`src/rtl/booth_mac_collector_pkg.sv`:
```
// Shared types and sizing helpers for the Booth MAC collector.
// No logic of its own.
// Used by both the top level and its output FIFO.
package booth_mac_collector_pkg;

    typedef enum logic [1:0] {
        ST_IDLE = 2'd0,
        ST_RUN  = 2'd1,
        ST_PUSH = 2'd2
    } state_t;

    function automatic int lvl_width(input int depth);
        return $clog2(depth) + 1;
    endfunction

    function automatic int ptr_width(input int depth);
        return (depth > 1) ? $clog2(depth) : 1;
    endfunction

endpackage

```
`src/rtl/booth_mac_collector_sync_fifo.sv`:
```
// Generic synchronous FIFO with occupancy level and registered storage.
// Latency: a write is visible at the head on the cycle after it is accepted.
// Backpressure: wr_rdy drops when full, unless a pop frees a slot in the same cycle.
module sync_fifo
    import booth_mac_collector_pkg::*;
#(
    parameter int WIDTH = 21,
    parameter int DEPTH = 4,
    localparam int PTR_W = ptr_width(DEPTH),
    localparam int LVL_W = lvl_width(DEPTH)
) (
    input  logic             clk,
    input  logic             rst_n,
    input  logic             clr,
    input  logic             wr_vld,
    input  logic [WIDTH-1:0] wr_dat,
    output logic             wr_rdy,
    output logic             rd_vld,
    input  logic             rd_rdy,
    output logic [WIDTH-1:0] rd_dat,
    output logic [LVL_W-1:0] level
);

    logic [WIDTH-1:0] mem [DEPTH];
    logic [PTR_W-1:0] wr_ptr;
    logic [PTR_W-1:0] rd_ptr;
    logic [LVL_W-1:0] cnt;
    logic             full;
    logic             empty;
    logic             wr_fire;
    logic             rd_fire;

    function automatic logic [PTR_W-1:0] ptr_inc(input logic [PTR_W-1:0] p);
        return (p == PTR_W'(DEPTH - 1)) ? '0 : p + 1'b1;
    endfunction

    assign full    = (cnt == LVL_W'(DEPTH));
    assign empty   = (cnt == '0);
    assign rd_fire = rd_rdy && !empty;
    assign wr_rdy  = !full || rd_fire;
    assign wr_fire = wr_vld && wr_rdy;

    assign rd_vld = !empty;
    assign rd_dat = mem[rd_ptr];
    assign level  = cnt;

    // Storage is cleared too so the head reads zero out of reset.
    always_ff @(posedge clk or negedge rst_n) begin
        if (!rst_n) begin
            for (int i = 0; i < DEPTH; i++) mem[i] <= '0;
            wr_ptr <= '0;
            rd_ptr <= '0;
            cnt    <= '0;
        end else if (clr) begin
            for (int i = 0; i < DEPTH; i++) mem[i] <= '0;
            wr_ptr <= '0;
            rd_ptr <= '0;
            cnt    <= '0;
        end else begin
            if (wr_fire) begin
                mem[wr_ptr] <= wr_dat;
                wr_ptr      <= ptr_inc(wr_ptr);
            end
            if (rd_fire) rd_ptr <= ptr_inc(rd_ptr);
            case ({wr_fire, rd_fire})
                2'b10:   cnt <= cnt + 1'b1;
                2'b01:   cnt <= cnt - 1'b1;
                default: cnt <= cnt;
            endcase
        end
    end

endmodule

```
`src/rtl/booth_mac_collector.sv`:
```
// Sums BLOCK_LEN Booth products into a saturating accumulator and queues block results.
// Latency: FIFO write one cycle after the final product edge, head valid one cycle later.
// Backpressure: out_valid/out_ready drain; a block arriving at a full FIFO is dropped, drop_err set.
module booth_mac_collector
    import booth_mac_collector_pkg::*;
#(
    parameter int D_IN       = 8,
    parameter int ACC_W      = 20,
    parameter int BLOCK_LEN  = 4,
    parameter int FIFO_DEPTH = 4
) (
    input  logic                          clk,
    input  logic                          rst_n,
    input  logic                          clr,
    input  logic                          mult_done,
    input  logic [2*D_IN-1:0]             mult_m,
    output logic                          out_valid,
    input  logic                          out_ready,
    output logic [ACC_W-1:0]              out_data,
    output logic                          out_sat,
    output logic [$clog2(FIFO_DEPTH):0]   fifo_level,
    output logic                          drop_err
);

    localparam int CNT_W = $clog2(BLOCK_LEN + 1);
    localparam logic [ACC_W-1:0] SAT_MAX = {1'b0, {(ACC_W-1){1'b1}}};
    localparam logic [ACC_W-1:0] SAT_MIN = {1'b1, {(ACC_W-1){1'b0}}};

    state_t             state_q;
    state_t             state_d;
    logic               done_q;
    logic               evt;
    logic [ACC_W-1:0]   acc;
    logic [CNT_W-1:0]   cnt;
    logic               blk_sat;
    logic [ACC_W-1:0]   m_ext;
    logic [ACC_W:0]     sum_x;
    logic               ovf;
    logic [ACC_W-1:0]   sum_sat;
    logic               last;
    logic               start;
    logic               accum;
    logic               push_vld;
    logic               fifo_wr_rdy;
    logic [ACC_W:0]     head_dat;

    assign evt   = mult_done & ~done_q;
    assign m_ext = ACC_W'($signed(mult_m));

    // One guard bit catches overflow; the clamp direction follows its sign.
    assign sum_x   = {acc[ACC_W-1], acc} + {m_ext[ACC_W-1], m_ext};
    assign ovf     = sum_x[ACC_W] ^ sum_x[ACC_W-1];
    assign sum_sat = ovf ? (sum_x[ACC_W] ? SAT_MIN : SAT_MAX) : sum_x[ACC_W-1:0];
    assign last    = (cnt == CNT_W'(BLOCK_LEN - 1));

    always_ff @(posedge clk or negedge rst_n) begin
        if (!rst_n)   state_q <= ST_IDLE;
        else if (clr) state_q <= ST_IDLE;
        else          state_q <= state_d;
    end

    always_comb begin
        state_d = state_q;
        case (state_q)
            ST_IDLE: if (evt) state_d = (BLOCK_LEN == 1) ? ST_PUSH : ST_RUN;
            ST_RUN:  if (evt && last) state_d = ST_PUSH;
            ST_PUSH: state_d = evt ? ((BLOCK_LEN == 1) ? ST_PUSH : ST_RUN) : ST_IDLE;
            default: state_d = ST_IDLE;
        endcase
    end

    always_comb begin
        push_vld = 1'b0;
        start    = 1'b0;
        accum    = 1'b0;
        case (state_q)
            ST_IDLE: start = evt;
            ST_RUN:  accum = evt;
            ST_PUSH: begin
                push_vld = 1'b1;
                start    = evt;
            end
            default: ;
        endcase
    end

    // In PUSH the registered acc is the finished block; a same-cycle event reloads it.
    always_ff @(posedge clk or negedge rst_n) begin
        if (!rst_n) begin
            done_q   <= 1'b0;
            acc      <= '0;
            cnt      <= '0;
            blk_sat  <= 1'b0;
            drop_err <= 1'b0;
        end else if (clr) begin
            done_q   <= 1'b0;
            acc      <= '0;
            cnt      <= '0;
            blk_sat  <= 1'b0;
            drop_err <= 1'b0;
        end else begin
            done_q <= mult_done;
            if (start) begin
                acc     <= m_ext;
                cnt     <= CNT_W'(1);
                blk_sat <= 1'b0;
            end else if (accum) begin
                acc     <= sum_sat;
                cnt     <= cnt + 1'b1;
                blk_sat <= blk_sat | ovf;
            end else if (push_vld) begin
                acc     <= '0;
                cnt     <= '0;
                blk_sat <= 1'b0;
            end
            if (push_vld && !fifo_wr_rdy) drop_err <= 1'b1;
        end
    end

    sync_fifo #(
        .WIDTH (ACC_W + 1),
        .DEPTH (FIFO_DEPTH)
    ) u_fifo (
        .clk    (clk),
        .rst_n  (rst_n),
        .clr    (clr),
        .wr_vld (push_vld),
        .wr_dat ({blk_sat, acc}),
        .wr_rdy (fifo_wr_rdy),
        .rd_vld (out_valid),
        .rd_rdy (out_ready),
        .rd_dat (head_dat),
        .level  (fifo_level)
    );

    assign out_sat  = head_dat[ACC_W];
    assign out_data = head_dat[ACC_W-1:0];

endmodule

```
`config.mk`:
```
export PLATFORM = sky130hd
export DESIGN_NAME = booth_mac_collector
export DESIGN_NICKNAME = d
export VERILOG_FILES = /design/src/rtl/booth_mac_collector_pkg.sv /design/src/rtl/booth_mac_collector_sync_fifo.sv /design/src/rtl/booth_mac_collector.sv
export SDC_FILE = /design/constraint.sdc
export NUM_CORES = 1
export LEC_CHECK = 0
export CORE_MARGIN = 5
export CORE_UTILIZATION = 45
export DETAILED_ROUTE_END_ITERATION = 8
export GPL_TIMING_DRIVEN = 0
export PLACE_DENSITY = 0.63
export SYNTH_ARGS = -nofsm -noshare
export SYNTH_HDL_FRONTEND = slang
export SYNTH_SLANG_ARGS = --single-unit
```
`constraint.sdc`:
```
create_clock -name clk -period 4.2 [get_ports clk]
set_input_delay 0.63 -clock clk [delete_from_list [all_inputs] [get_ports clk]]
set_output_delay 0.63 -clock clk [all_outputs]
set_load 0.02 [all_outputs]
```
Word-level counts from Yosys, hierarchy flattened:

Index checks and enable logic that the tools add are counted.

* register bits: 119
* bits of input ports: 21
* output and inout bits: 26
* logic and storage cells: 97

* add/sub/neg operators: 6
* order comparisons: 3
* equality and inequality tests: 10
* mux-type cells: 41
* bitwise gates (word level): 6
* reductions and logical operators: 18

Operators with widths (count)
* $mux 84: 2
* $mux 20: 6
* $bwmux 84: 1
* $mux 21: 3
* $bmux 21 s2: 1
* $demux 21 s2: 1
* $add 20x16->21: 1
* $mux 2: 9
* $mux 3: 5
* $mux 1: 11
* $eq 2x2->1 const B: 4
* $add 3x1->3 const B: 2
* $ge 3x3->1 const B: 2
* $ne 3x3->1 const B: 2
* $not 2->3: 2
* $pmux 2 s3: 1
* $pmux 3 s2: 1
* $reduce_bool 2->1: 3
* $logic_and 1x1->1: 5
* $add 2x1->2 const B: 2
* $eq 2x1->1 const B: 2
* $reduce_bool 4->1: 1
* $eq 3x2->1 const B: 1
* $eq 3x3->1 const B: 1
* other kinds (13): 15

Longest topological paths before layout:

Gate-level depths: netlist (run 1).

* word-level depth: 8
* gate-level depth with buffers: 11
* depth with buffers taken out: 10

Cells and area by module:

From an unflattened synthesis (run 1), not the netlist that was laid out.

* cells, all modules: 738
* area total of the unflattened synthesis: 6995.5 sq um

Modules (own cells, without submodules)
* sync_fifo: instances 1, cells each 458, area each 4616.9 sq um, seq. area each 2277.2 sq um
* booth_mac_collector: instances 1, cells each 280, area each 2378.5 sq um, seq. area each 700.7 sq um

Least setup slack after synthesis (run 1):

OpenSTA, ideal clock, no wires.

* path kind: input -> register
* start point: input port mult_m[0]
* end point: register acc[13]
* library setup time: 126 ps
* data arrival time: 3034 ps
* path slack: 1040 ps
* stages on the path: 11
* path through: ha_1 > fa_1 > a21o_1 > a211o_1 > o22ai_2 > o31ai_2 > or3_4 > o211ai_4 > buf_6 > a21oi_2 > a221o_1

* word-level cells in the longest chain between the ends: 6
* elaborated cells on any way between the ends: 7
* classes of those cells: 1 x add/sub; 5 x mux; 1 x bitwise

Ends and longest elaborated chain
* from (decl): line booth_mac_collector.sv:16 `input logic [2*D_IN-1:0] mult_m,`
* $add 20x16->21 (*): line booth_mac_collector.sv:51 `assign sum_x = {acc[ACC_W-1], acc} + {m_ext[ACC_W-1], m_ext};`
* $mux 20 / $xor 1x1->1 (equally long branches): line booth_mac_collector.sv:53, booth_mac_collector.sv:52
* $mux 20 (*): line booth_mac_collector.sv:53 `assign sum_sat = ovf ? (sum_x[ACC_W] ? SAT_MIN : SAT_MAX) : sum_x[ACC_W-1:0];`
* $mux 20 (*): line booth_mac_collector.sv:107 `end else if (accum) begin`
* $mux 20 (*): line booth_mac_collector.sv:103 `if (start) begin`
* $mux 20 (*): line booth_mac_collector.sv:95 `end else if (clr) begin`
* to (signal assigned): line booth_mac_collector.sv:104 `acc <= m_ext;`
* to (signal assigned): line booth_mac_collector.sv:108 `acc <= sum_sat;`
* to (decl): line booth_mac_collector.sv:33 `logic [ACC_W-1:0] acc;`

Mark *: on every way between the ends. The rest lies on a longest branch, timed or not.
A chain may end at the register's enable or synchronous reset.

Final worst setup path (run 1):

Ends and elaborated chain as after synthesis.

==> results of run 1 <==
area by class of cell:
cell class	instances	share of cell area (%)
buffer	39	2.323
clock buffer	24	6.253
clock inverter	8	1.209
inverter	8	0.3819
multi-input combinational	533	42.94
sequential	119	37.87
tap	184	2.928
timing repair buffer	46	6.094
cells in the final DEF, fill, tap and decap left out, drive strengths merged, types with 5 or more instances in the layout:
cell type      instances
inv                    8
buf                    8
xnor2                  9
a211oi                 5
a221o                 11
nand2                184
and3                   6
and2                   8
dfrtp                119
mux4                  21
a21oi                123
nand3                  7
ha                    26
clkdlybuf4s50         44
clkbuf                57
xor2                  12
nor3                   7
nor2                  31
mux2i                  5
a21o                  11
o21ai                 23
sequential cells by signal (all words and copies together), names as in the netlist:
name,flops
u_fifo.mem,84
state_q,2
u_fifo.rd_ptr,2
blk_sat,1
u_fifo.level,3
acc,20
done_q,1
drop_err,1
u_fifo.wr_ptr,2
cnt,3
final timing paths:
kind,endpoint,cells past startpoint,startpoint
max,acc[13],12,mult_m[0]
min,u_fifo.mem[45],1,rst_n
max reg2reg,acc[13],11,acc[0]
min reg2reg,drop_err,2,drop_err
max in group asynchronous,u_fifo.mem[55],2,rst_n
min in group clk,drop_err,2,drop_err
logic make-up (layout without fill, tap and decap cells):
family | count (synthesis) | count (layout)
AND/OR/NAND/NOR | 259 | 259
AO/OA/AOI/OAI | 199 | 199
flip-flops | 119 | 119
buffers and inverters | 47 | 125
adder cells (fa/ha/maj) | 28 | 28
multiplexers | 26 | 26
XOR/XNOR | 21 | 21
per-layer routing:
| layer | routed length, µm | global-route usage, % | part of all wire, % |
|---|---|---|---|
| met4 | 337 | 7.199 | 1.9 |
| met5 | 0 | 0 | 0 |
| met2 | 8862 | 36.78 | 50 |
| met1 | 7637 | 28.93 | 43 |
| met3 | 1028 | 4.634 | 5.8 |
power groups by stage:
stage                     logic (mW)  registers [mW]  clock network (mW)
after floorplan                0.262            1.21                   0
after global placement         0.368            1.23                   0
after detailed placement       0.380            1.23                   0
after CTS                      0.384            1.21                1.46
after global routing           0.423            1.22                1.51
final                          0.385            1.22                1.43
per-stage QoR:
step	hold WS [ns]	cells	utilization, %	area [µm²]	power (mW)
2_1_floorplan	0.3344	699	-	6568	1.477
3_3_place_gp	0.4784	928	50.25	7248	1.600
3_5_place_dp	0.4925	929	50.45	7277	1.613
4_1_cts	0.1223	961	54.52	7864	3.055
5_1_grt	0.1403	961	54.52	7864	3.155
6_report	0.1227	961	54.52	7864	3.030
==> qor.csv, run 1 <==
stage;metric;value;unit
critical_path;arrival;3.95;ns
layout;num_antenna_cells;0;
floorplanning;die_area;17110;µm²
clock_network;cts_root_buf;clkbuf_16;
power_and_ir_drop;leakage;3.305;nW
critical_path;max_stage_delay;0.47;ns
yosys;yosys.area_share.simple;16.50;%
timing;setup-violations-final;0;
clock_network;h-tree-depth;4;
yosys;synth_fa_ha_area_share;5.563;%
place;place_ws;0.1660;ns
grt;grt_pass1_vias;5653;
layout;seq_area;2978;µm²
critical_path;crit_slowest_cell;clkdlybuf4s50_1;
yosys;synthDistinctLibCells;53;
yosys;synth_xor_area_share;2.915;%
route;drc_errors;0;
place;place_congestion;0.8552;
critical_path;crit_buf_inv;2;
timing;fin_ws;0.5443;ns
yosys;seq_area_frac_synth;45.34;%
clock_network;cts_made_buffers;17;
layout;syn_to_final_growth;19.74;%
timing;tightestPinTransition;1.150;ns
clock_network;cts_num_sinks;119;
timing;slew_headroom;22.78;%
power_and_ir_drop;p_sw_share;25.62;%
route;drt_iter0_drc;413;
floorplanning;io_pins;47;
critical_path;cp_max_fo;10;
yosys;netlist_instances;699;
yosys;synth_top_family_by_area;compound AO/OA/AOI/OAI gates;
route;ant_nets;0;
grt;antenna_found_initial;0;
place;dp_hpwl;12.56;mm
yosys;ys.flop_type;dfrtp_1;
yosys;synth_compound_area_share;18.48;%
floorplanning;initial_core_util;45.53;%
clock_network;clk_latency;0.41;ns
clock_network;cts_hold_buf;0;
yosys;synthesis.area;6568;µm²
clock_network;ctsResizeCount;0;
timing;final-hold-violation-count;0;
yosys;synth_seq_cells;119;
yosys;synth_edf_count;0;
yosys;ys_async_sr_fraction;100.0;%
power_and_ir_drop;pwr-share-seq;40.1;%
floorplanning;fp.dieW;130.8;µm
floorplanning;fp.dieH;130.8;µm
critical_path;critPathLaunchType;primary input;
power_and_ir_drop;p_comb_share;12.7;%
layout;n_fill_cell;1323;
timing;fin_crit;3.656;ns
yosys;synth.top_cell.area_share;45.34;%
yosys;yosys.area.top_type;dfrtp_1;
yosys;synthesis.nets;748;
power_and_ir_drop;p_sw;776.4;µW
timing;tns;0;ns
route;viasPerCell;5.747;
route;routed_wl;17.87;mm
yosys;yosysMostFrequentCell;nand2_1;
power_and_ir_drop;ir_drop;0.0002328;V
layout;multi_input_area;3377;µm²
clock_network;clock_path_buffers;2;
grt;grt_usage;22.07;%
floorplanning;coreArea;14420;µm²
yosys;yosysWarnings;0;
grt;grt_pass1_wl;29.01;mm
power_and_ir_drop;p_per_area;385.3;nW/µm²
route;detailroute.via_count;5523;
timing;rsz0062_at_grt;no;
place;io_buffers;45;
critical_path;criticalPathCategory;in2reg;
route;wl_per_cell;18.59;µm
timing;drv_slew;0;
job;maxCapViolations;0;
power_and_ir_drop;clock_power_share;47.2;%
run_status;status;complete, no violations;
critical_path;crit_path_end_kind;flop;
yosys;muxShareOfSynthArea;7.963;%
clock_network;cts.clk_slew.worst_paths;0.05;ns
layout;fin_nets;813;
critical_path;cp.required;4.49;ns
layout;drive_gt1_share;9.395;%
timing;fmax;0.2735;GHz
clock_network;cts_tree;built;
grt;grt_max_degree;81;
timing;min_period_over_period;87.04;%
worst_hold_path;min_path_type;in2async;
yosys;avgSynthCellArea;9.396;µm²
route;dr.pass1.iters;5;
floorplanning;fp-row-count;44;
critical_path;cp_top_family;compound AO/OA/AOI/OAI gates;
yosys;synth_commonest_cells;184 x nand2_1, 119 x a21oi_1, 119 x dfrtp_1;
grt;gr-total-overflow;0;
timing;clock_skew;0.01077;ns
critical_path;r2r_slack;0.77;ns
power_and_ir_drop;p_int;2.254;mW
yosys;synthTopCellsByArea;dfrtp_1 45%, nand2_1 11%, a21oi_1 9.1%;
clock_network;post_cts_buffers;0;
critical_path;crit_chain;clkdlybuf4s50_1 > ha_1 > fa_1 > a21o_1 > a211o_1 > o22ai_2 > o31ai_2 > or3_4 > o211ai_4 > buf_6 > a21oi_2 > a221o_1;
Note: power is estimated with default switching activity, not from simulation.
==> run 2: changes to the inputs <==
--- a/config.mk
+++ b/config.mk
@@ -7,6 +7,8 @@
 export LEC_CHECK = 0
 export CORE_MARGIN = 5
 export CORE_UTILIZATION = 45
+export CTS_CLUSTER_DIAMETER = 30
+export CTS_CLUSTER_SIZE = 14
 export DETAILED_ROUTE_END_ITERATION = 8
 export GPL_TIMING_DRIVEN = 0
 export PLACE_DENSITY = 0.63
==> results of run 2 <==
Same layout as run 1: the final DEF is identical, and so are final timing and power.
==> run 3: changes to the inputs <==
--- a/config.mk
+++ b/config.mk
@@ -12,6 +12,7 @@
 export DETAILED_ROUTE_END_ITERATION = 8
 export GPL_TIMING_DRIVEN = 0
 export PLACE_DENSITY = 0.63
+export SKIP_LAST_GASP = 1
 export SYNTH_ARGS = -nofsm -noshare
 export SYNTH_HDL_FRONTEND = slang
 export SYNTH_SLANG_ARGS = --single-unit
==> results of run 3 <==
Same layout as run 1: the final DEF is identical, and so are final timing and power.
